## src/rtl/rbcp_wb_bridge.sv

```systemverilog
// RBCP-to-Wishbone bridge: decodes the RBCP address into NUM_SLV windows and runs one
// pipelined single-beat WB cycle per RBCP strobe, with timeout, abort and error statistics.
module rbcp_wb_bridge #(
  parameter int         NUM_SLV   = 4,
  parameter int         WIN_AW    = 16,
  parameter int         TIMEOUT   = 255,
  parameter logic [7:0] DEAD_DATA = 8'hDE
) (
  input  logic                   CLK,
  input  logic                   RST,
  input  logic                   RBCP_ACT,
  input  logic [31:0]            RBCP_ADDR,
  input  logic                   RBCP_WE,
  input  logic                   RBCP_RE,
  input  logic [7:0]             RBCP_WD,
  output logic [7:0]             RBCP_RD,
  output logic                   RBCP_ACK,
  output logic [WIN_AW-1:0]      WB_ADR,
  output logic [7:0]             WB_DAT_O,
  output logic                   WB_WE,
  output logic                   WB_CYC,
  output logic [NUM_SLV-1:0]     WB_STB,
  input  logic [8*NUM_SLV-1:0]   WB_DAT_I,
  input  logic [NUM_SLV-1:0]     WB_ACK,
  input  logic [NUM_SLV-1:0]     WB_ERR,
  input  logic [NUM_SLV-1:0]     WB_STALL,
  input  logic                   ERR_CLR,
  output logic [15:0]            ERR_CNT,
  output logic [31:0]            ERR_ADDR,
  output logic                   BUSY
);

  localparam int SW = (NUM_SLV > 1) ? $clog2(NUM_SLV) : 1;

  typedef enum logic [1:0] {S_IDLE, S_REQ, S_WAIT, S_RESP} state_t;

  state_t              r_state;
  state_t              w_state_n;

  logic [31:0]         r_addr;
  logic                r_we;
  logic [7:0]          r_wd;
  logic [SW-1:0]       r_slot;
  logic [15:0]         r_tmo;
  logic [7:0]          r_rd;
  logic                r_ack;
  logic [WIN_AW-1:0]   r_wb_adr;
  logic [7:0]          r_wb_dat;
  logic                r_wb_we;
  logic                r_wb_cyc;
  logic [NUM_SLV-1:0]  r_wb_stb;
  logic [15:0]         r_err_cnt;
  logic [31:0]         r_err_addr;
  logic                r_busy;

  logic                w_req;
  logic [7:0]          w_slot8;
  logic [SW-1:0]       w_slot;
  logic [SW-1:0]       w_slot_n;
  logic                w_mapped;
  logic                w_ack_s;
  logic                w_err_s;
  logic                w_stall_s;
  logic [7:0]          w_dat_s;
  logic                w_accept;
  logic                w_tmo;
  logic                w_fail;
  logic [7:0]          w_rd_n;
  logic [31:0]         w_err_addr;
  logic [NUM_SLV-1:0]  w_stb_n;

  assign w_req      = RBCP_WE | RBCP_RE;
  assign w_slot8    = 8'(RBCP_ADDR >> WIN_AW);
  assign w_slot     = w_slot8[SW-1:0];
  assign w_mapped   = (w_slot8 < 8'(NUM_SLV)) && ((RBCP_ADDR >> (WIN_AW + 8)) == 32'd0);
  assign w_slot_n   = (r_state == S_IDLE) ? w_slot : r_slot;
  assign w_accept   = (r_state == S_WAIT) || !w_stall_s;
  assign w_tmo      = (r_tmo == 16'(TIMEOUT - 1));
  // Unmapped errors are flagged while still in IDLE, before the address is latched.
  assign w_err_addr = (r_state == S_IDLE) ? RBCP_ADDR : r_addr;

  always_comb begin
    w_ack_s   = 1'b0;
    w_err_s   = 1'b0;
    w_stall_s = 1'b0;
    w_dat_s   = 8'h00;
    for (int k = 0; k < NUM_SLV; k++) begin
      if (r_slot == SW'(k)) begin
        w_ack_s   = WB_ACK[k];
        w_err_s   = WB_ERR[k];
        w_stall_s = WB_STALL[k];
        w_dat_s   = WB_DAT_I[8*k +: 8];
      end
    end
  end

  always_comb begin
    w_state_n = r_state;
    w_fail    = 1'b0;
    w_rd_n    = r_rd;
    case (r_state)
      S_IDLE: begin
        if (w_req) begin
          if (w_mapped) begin
            w_state_n = S_REQ;
          end else begin
            w_state_n = S_RESP;
            w_fail    = 1'b1;
            w_rd_n    = DEAD_DATA;
          end
        end
      end
      S_REQ, S_WAIT: begin
        if (!RBCP_ACT) begin
          w_state_n = S_IDLE;
        end else if (w_accept && w_err_s) begin
          w_state_n = S_RESP;
          w_fail    = 1'b1;
          w_rd_n    = DEAD_DATA;
        end else if (w_accept && w_ack_s) begin
          w_state_n = S_RESP;
          w_rd_n    = r_we ? r_wd : w_dat_s;
        end else if (w_tmo) begin
          w_state_n = S_RESP;
          w_fail    = 1'b1;
          w_rd_n    = DEAD_DATA;
        end else if ((r_state == S_REQ) && !w_stall_s) begin
          w_state_n = S_WAIT;
        end
      end
      S_RESP:  w_state_n = S_IDLE;
      default: w_state_n = S_IDLE;
    endcase
  end

  always_comb begin
    w_stb_n = '0;
    for (int k = 0; k < NUM_SLV; k++) begin
      w_stb_n[k] = (w_state_n == S_REQ) && (w_slot_n == SW'(k));
    end
  end

  always_ff @(posedge CLK) begin
    if (RST) r_state <= S_IDLE;
    else     r_state <= w_state_n;
  end

  always_ff @(posedge CLK) begin
    if (RST) begin
      r_addr     <= 32'd0;
      r_we       <= 1'b0;
      r_wd       <= 8'd0;
      r_slot     <= '0;
      r_tmo      <= 16'd0;
      r_rd       <= 8'd0;
      r_ack      <= 1'b0;
      r_wb_adr   <= '0;
      r_wb_dat   <= 8'd0;
      r_wb_we    <= 1'b0;
      r_wb_cyc   <= 1'b0;
      r_wb_stb   <= '0;
      r_err_cnt  <= 16'd0;
      r_err_addr <= 32'd0;
      r_busy     <= 1'b0;
    end else begin
      if ((r_state == S_IDLE) && w_req) begin
        r_addr <= RBCP_ADDR;
        r_we   <= RBCP_WE;
        r_wd   <= RBCP_WD;
        r_slot <= w_slot;
        if (w_mapped) begin
          r_wb_adr <= RBCP_ADDR[WIN_AW-1:0];
          r_wb_dat <= RBCP_WD;
          r_wb_we  <= RBCP_WE;
        end
      end
      if ((r_state == S_REQ) || (r_state == S_WAIT)) r_tmo <= r_tmo + 16'd1;
      else                                           r_tmo <= 16'd0;
      r_ack    <= (w_state_n == S_RESP);
      if (w_state_n == S_RESP) r_rd <= w_rd_n;
      r_wb_cyc <= (w_state_n == S_REQ) || (w_state_n == S_WAIT);
      r_wb_stb <= w_stb_n;
      r_busy   <= (w_state_n != S_IDLE);
      if (ERR_CLR)                            r_err_cnt <= w_fail ? 16'd1 : 16'd0;
      else if (w_fail && (r_err_cnt != 16'hFFFF)) r_err_cnt <= r_err_cnt + 16'd1;
      if (w_fail) r_err_addr <= w_err_addr;
    end
  end

  assign RBCP_RD  = r_rd;
  assign RBCP_ACK = r_ack;
  assign WB_ADR   = r_wb_adr;
  assign WB_DAT_O = r_wb_dat;
  assign WB_WE    = r_wb_we;
  assign WB_CYC   = r_wb_cyc;
  assign WB_STB   = r_wb_stb;
  assign ERR_CNT  = r_err_cnt;
  assign ERR_ADDR = r_err_addr;
  assign BUSY     = r_busy;

endmodule
```

## config.mk

```make
export PLATFORM = sky130hd
export DESIGN_NAME = rbcp_wb_bridge
export DESIGN_NICKNAME = d
export VERILOG_FILES = /design/src/rtl/rbcp_wb_bridge.sv
export SDC_FILE = /design/constraint.sdc
export NUM_CORES = 1
export LEC_CHECK = 0
export BUFFER_PORTS_ARGS = -buffer_cell sky130_fd_sc_hd__buf_2
export CAP_MARGIN = 10
export CORE_AREA = 4 4 143 111
export CTS_BUF_LIST = sky130_fd_sc_hd__clkbuf_8
export DETAILED_ROUTE_END_ITERATION = 6
export DIE_AREA = 0 0 147 115
export GPL_TIMING_DRIVEN = 1
export PLACE_DENSITY_LB_ADDON = 0.05
export SYNTH_ARGS = -nofsm -noshare
export SYNTH_HDL_FRONTEND = slang
export SYNTH_SLANG_ARGS = --single-unit
```

## constraint.sdc

```tcl
create_clock -name CLK -period 7.6 [get_ports CLK]
set_clock_uncertainty 0.2 [all_clocks]
set_input_delay 0.76 -clock CLK [delete_from_list [all_inputs] [get_ports CLK]]
set_output_delay 0.76 -clock CLK [all_outputs]
set_load 0.005 [all_outputs]
```

# Yosys cells after proc, flatten, opt, wreduce, memory -nomap -nowiden
# Cells that the tools add are included.
# word_totals
output_inout_bits,88
latchBits,0
romBits,0
in_bits,90
elab_cells,108
ram_bits,0
mem_count,0
register_bits,149
# classes
n_addsub,2
div_mod_pow,0
eq_ne,18
shift,0
n_reduce_logical,25
n_mul,0
order_cmp,1
bitwise_logic,2
muxes,44
# ops
op,count
$mux 8,11
$add 16x1->16 const B,2
$logic_not 32->1,1
$mux 16,2
$mux 32,1
$mux 1,19
$eq 16x8->1 const B,1
$eq 2x2->1 const B,8
$mux 2,8
$ne 16x16->1 const B,1
$pmux 8 s2,1
$logic_and 1x1->1,10
$eq 2x1->1 const B,4
$lt 8x3->1 const B,1
$logic_not 2->1,3
$ne 2x2->1 const B,3
$pmux 2 s3,1
$reduce_and 6->1,1
$reduce_bool 2->1,3
$ne 4x4->1 const B,1
$reduce_or 2->1,2
$logic_or 1x1->1,3
$pmux 1 s2,1
$reduce_and 2->1,1
other kinds (3),3

# Longest topological paths before layout
# logic_depth
ltp_word,15
depth_mapped,14
depth_no_buf,13

# Least setup slack after synthesis
# No wires, ideal clock.
# synth_path
kind,in2reg
start,in WB_STALL[3]
end,"reg r_rd[4], in the netlist RBCP_RD[4]"
required_ps,7309
setup_ps,91
setup_slack_ps,4176
n_path_buf,1
arrival_time_ps,3133
cell_stages,12
path_cell_list,mux4_2 -> a21bo_2 -> and3_1 -> a21o_1 -> mux2_2 -> inv_1 -> ha_1 -> nand3b_1 -> a211oi_2 -> buf_2 -> nor2_1 -> a311oi_1
# synth_via
elab_chain_len,11
elab_cells_between_ends,19
cone_classes,eq/ne (2); mux (11); reduce/logical (6)
# synth_lines
item,line,rtl
start: declaration,26,"input logic [NUM_SLV-1:0] WB_STALL,"
$mux 1 *,88,if (r_slot == SW'(k)) begin
$logic_not 1->1 *,"77, 127",
$logic_and 1x1->1,127,end else if ((r_state == S_REQ) && !w_stall_s) begin
$mux 2,127,
$mux 2,123,end else if (w_tmo) begin
$mux 2,120,end else if (w_accept && w_ack_s) begin
$mux 2 *,116,end else if (w_accept && w_err_s) begin
$mux 2 *,114,if (!RBCP_ACT) begin
$pmux 2 s3 *,101,case (r_state)
net w_state_n[1],38,state_t w_state_n;
$eq 2x2->1 *,180,if (w_state_n == S_RESP) r_rd <= w_rd_n;
$reduce_and 6->1 (no source line) *,n/a,
end signal: assignment,180,
end: declaration,45,logic [7:0] r_rd;
# Mark *: on every way through the listed nets, which the timed path passes. The rest lies on a longest branch. The select of a mux whose other input is x is not followed.
# A chain may end at the register's enable or synchronous reset.

==> flow_metrics.py <==
metrics = {
    "timing": {
        "rsz0062_at_grt": "false",
        "worst_pin_slew_ns": 1.16,
        "post-route-period-util_pct": 55.2,
        "fin_tns_setup_ns": 0,
        "relSlewSlack_pct": 22.3,
        "drv_slew": 0,
        "period_needed_ns": 4.19,
        "hold_violations": 0,
        "timing.fmax_ghz": 0.238,
        "setup_viol": 0,
    },
    "synthesis": {
        "synthSimpleGateAreaFrac_pct": 20.4,
        "yosysTopAreaCell": "dfxtp_1",
        "synthCells": 732,
        "synth_top_area_share_pct": 46.1,
        "yosysUniqueCellTypes": 57,
        "synthXorXnorAreaFrac_pct": 1.92,
        "synth_edf_count": 0,
        "synth-async-reset-ratio_pct": 0,
        "synth_top_flop_cell": "dfxtp_1",
        "synth-seq-cells": 147,
        "synth.area.top_cells": "dfxtp_1, nand2_1, mux2i_1",
        "syn_nets": 832,
        "syn_area_per_cell_um2": 8.72,
        "synth.mux.area_fraction_pct": 11.3,
        "synth_warnings": 0,
        "synthAdderAreaFrac_pct": 1.96,
        "synth-seq-area-share_pct": 46.1,
        "synth_compound_area_share_pct": 14.3,
        "synth_area_um2": 6380,
        "synth_top_family_by_area": "simple AND/OR/NAND/NOR gates",
    },
    "run": {
        "drv_cap": 0,
    },
    "floorplan": {
        "dieWidth_um": 147,
        "initial_core_util_pct": 44.6,
        "num_io_pins": 178,
        "core_um2": 14300,
        "die-area_um2": 16900,
        "row_count": 38,
        "die_y_um": 115,
    },
    "clock_tree": {
        "clk_latency_ns": 0.45,
        "post_cts_resized": 0,
        "clkTransAtPathRegs_ns": 0.09,
        "postCtsSetupBuffers": 0,
        "clock_sinks": 147,
        "cts_tree": "yes",
        "cts-root-buf": "clkbuf_8",
        "clk_path_buf_depth": 2,
        "postCtsHoldBufs": 0,
        "cts_max_level": 4,
        "cts_buffers": 17,
    },
    "power_and_ir_drop": {
        "vdd_drop_max_mv": 0.167,
        "powerDensity_nw_per_um2": 288,
        "p_leak_uw": 0.00331,
    },
    "cells_and_area": {
        "antenna_cells": 0,
        "final_layout_size_suffix_gt1_share_pct": 27.3,
        "multiInputGateArea_um2": 3220,
        "syn2layout_area_growth_pct": 23.6,
        "layout.nets": 982,
        "seq_area_um2": 2940,
        "fillers": 1312,
        "fin_cells": 1095,
    },
    "worst_setup_path": {
        "cp_max_fo": 16,
        "crit_path_end_kind": "register",
        "required_ns": 7.74,
        "arrival_ns": 4.34,
        "critical_path_class": "register to register",
        "cp-start-kind": "register",
    },
    "global_routing": {
        "grt_pass1_wl_mm": 27.8,
        "grt_max_degree": 114,
        "grt_overflow_total": 0,
        "track_usage_pct": 20.4,
        "grt_pass1_vias": 5363,
        "antenna_found_initial": 0,
    },
    "detailed_routing": {
        "ant_nets": 0,
        "routed_via_density": 5.20,
        "routed_wl_mm": 17.6,
        "drc": 0,
        "drt_iter0_drc": 336,
        "wire_per_inst_um": 16.0,
        "firstDrtPassIters": 4,
        "vias": 5690,
    },
    "outcome": {
        "status": "finished, final reports clean",
    },
    "place": {
        "dp.cells": 1063,
        "numPortBuffers": 177,
        "dp_hpwl_mm": 12.2,
        "place_congestion": 0.831,
    },
    "worst_hold_path": {
        "hp-class": "register to register",
    },
}
## report_power, final
part | internal (µW) | switching (µW)
clock | 475 | 297
combinational | 235 | 329
sequential | 872 | 66.9
total | 1580 | 693
## worst max-delay path: stages (launching register included)
cell	delay, ns
dfxtp_1	0.87
mux4_2	0.64
a21bo_2	0.25
and3_1	0.18
a21o_1	0.17
mux2_2	0.30
inv_1	0.07
ha_1	0.16
nand3b_1	0.09
a211oi_2	0.80
nor2_1	0.08
a311oi_1	0.28
## registers in the layout, indices dropped and copies added, names as in the netlist
signal    count
ERR_ADDR     32
r_addr       32
ERR_CNT      16
WB_ADR       16
r_tmo        16
RBCP_RD       8
WB_DAT_O      8
r_wd          8
WB_STB        4
r_state       2
BUSY          1
RBCP_ACK      1
WB_CYC        1
WB_WE         1
r_we          1
## area by class of cell
| type | count | share of cell area, % |
|---|---|---|
| clock inverter | 13 | 3.24 |
| inverter | 11 | 0.523 |
| tap | 200 | 3.17 |
| sequential | 147 | 37.3 |
| multi-input combinational | 524 | 40.8 |
| timing repair buffer | 181 | 11.6 |
| clock buffer | 19 | 3.31 |
## per-stage QoR
step	hold WS, ns	cell area, µm²	worst slack (ns)	utilization [%]	power (µW)
6_report	0.253	7890	3.41	55.1	2280
4_1_cts	0.257	7890	3.41	55.1	2300
3_5_place_dp	0.245	7370	3.42	51.5	1520
5_1_grt	0.272	7890	3.07	55.1	2410
3_3_place_gp	0.239	7370	3.57	51.5	1510
2_1_floorplan	0.233	6380	4.18	-	1330
## final timing paths
check         startpoint     endpoint  slack, ns  cells past startpoint
max           r_addr[16]   RBCP_RD[4]       3.41                     11
min          WB_DAT_O[4]  WB_DAT_O[4]       0.25                      2
max reg2reg   r_addr[16]   RBCP_RD[4]       3.41                     11
min reg2reg  WB_DAT_O[4]  WB_DAT_O[4]       0.25                      2
## layout by cell type (no fill, tap or decap), types with 2 or more instances in the layout
cell type     n
clkbuf_8     19
mux2i_1      43
a311oi_1      6
nor4_1        4
nand2_1     150
dfxtp_1     147
bufinv_16     7
nand4_1      12
a21oi_1      79
o21ai_0       6
nor3_1        3
a31oi_1       2
mux2_2        4
clkinv_4      3
mux4_2       11
a211oi_1     32
and3_1        4
or2_2         3
o31ai_1       4
ha_1          9
xor2_1       11
or4_1         5
o21ai_4       2
a31o_2        2
xnor2_1       3
buf_4         5
nand2b_1      5
buf_2       176
nand3_1      12
nor2_1       74
o22ai_1       2
and4_1        2
inv_1        12
nand3b_1      2
nor2b_1       3
or3_1         7
clkinvlp_4    2
## logic make-up after synthesis
| kind of cell | count (synthesis) |
|---|---|
| and+or+nand+nor | 295 |
| AOI/OAI and AO/OA | 147 |
| DFF | 147 |
| buffers and inverters | 61 |
| muxes | 58 |
| xor gates and xnor gates | 14 |
| adders and majority gates | 10 |
## cells in the mapped netlist (3+ instances only)
| library cell | number |
|---|---|
| nand3_1 | 12 |
| or2_2 | 3 |
| inv_1 | 11 |
| or3_1 | 7 |
| nand4_1 | 12 |
| a211oi_1 | 32 |
| nand2_1 | 150 |
| o31ai_1 | 4 |
| a21oi_1 | 79 |
| clkbuf_1 | 37 |
| buf_2 | 8 |
| nor4_1 | 4 |
| mux4_2 | 11 |
| a311oi_1 | 6 |
| nand2b_1 | 5 |
| nor2b_1 | 3 |
| nor2_1 | 75 |
| ha_1 | 10 |
| xnor2_1 | 3 |
| dfxtp_1 | 147 |
| o21ai_0 | 6 |
| and3_1 | 4 |
| xor2_1 | 11 |
| mux2_2 | 4 |
| or4_1 | 5 |
| mux2i_1 | 43 |
| nor3_1 | 3 |
## routing by layer
| metal | up-vias | GRT usage [%] | share of wire (%) |
|---|---|---|---|
| met5 | - | 0 | 0 |
| met3 | 10 | 6.42 | 7.4 |
| met4 | 0 | 6.15 | 0.89 |
| li1 | 2845 | - | - |
| met1 | 2683 | 27.8 | 48 |
| met2 | 152 | 31.5 | 44 |
(Power assumes the default switching activity.)
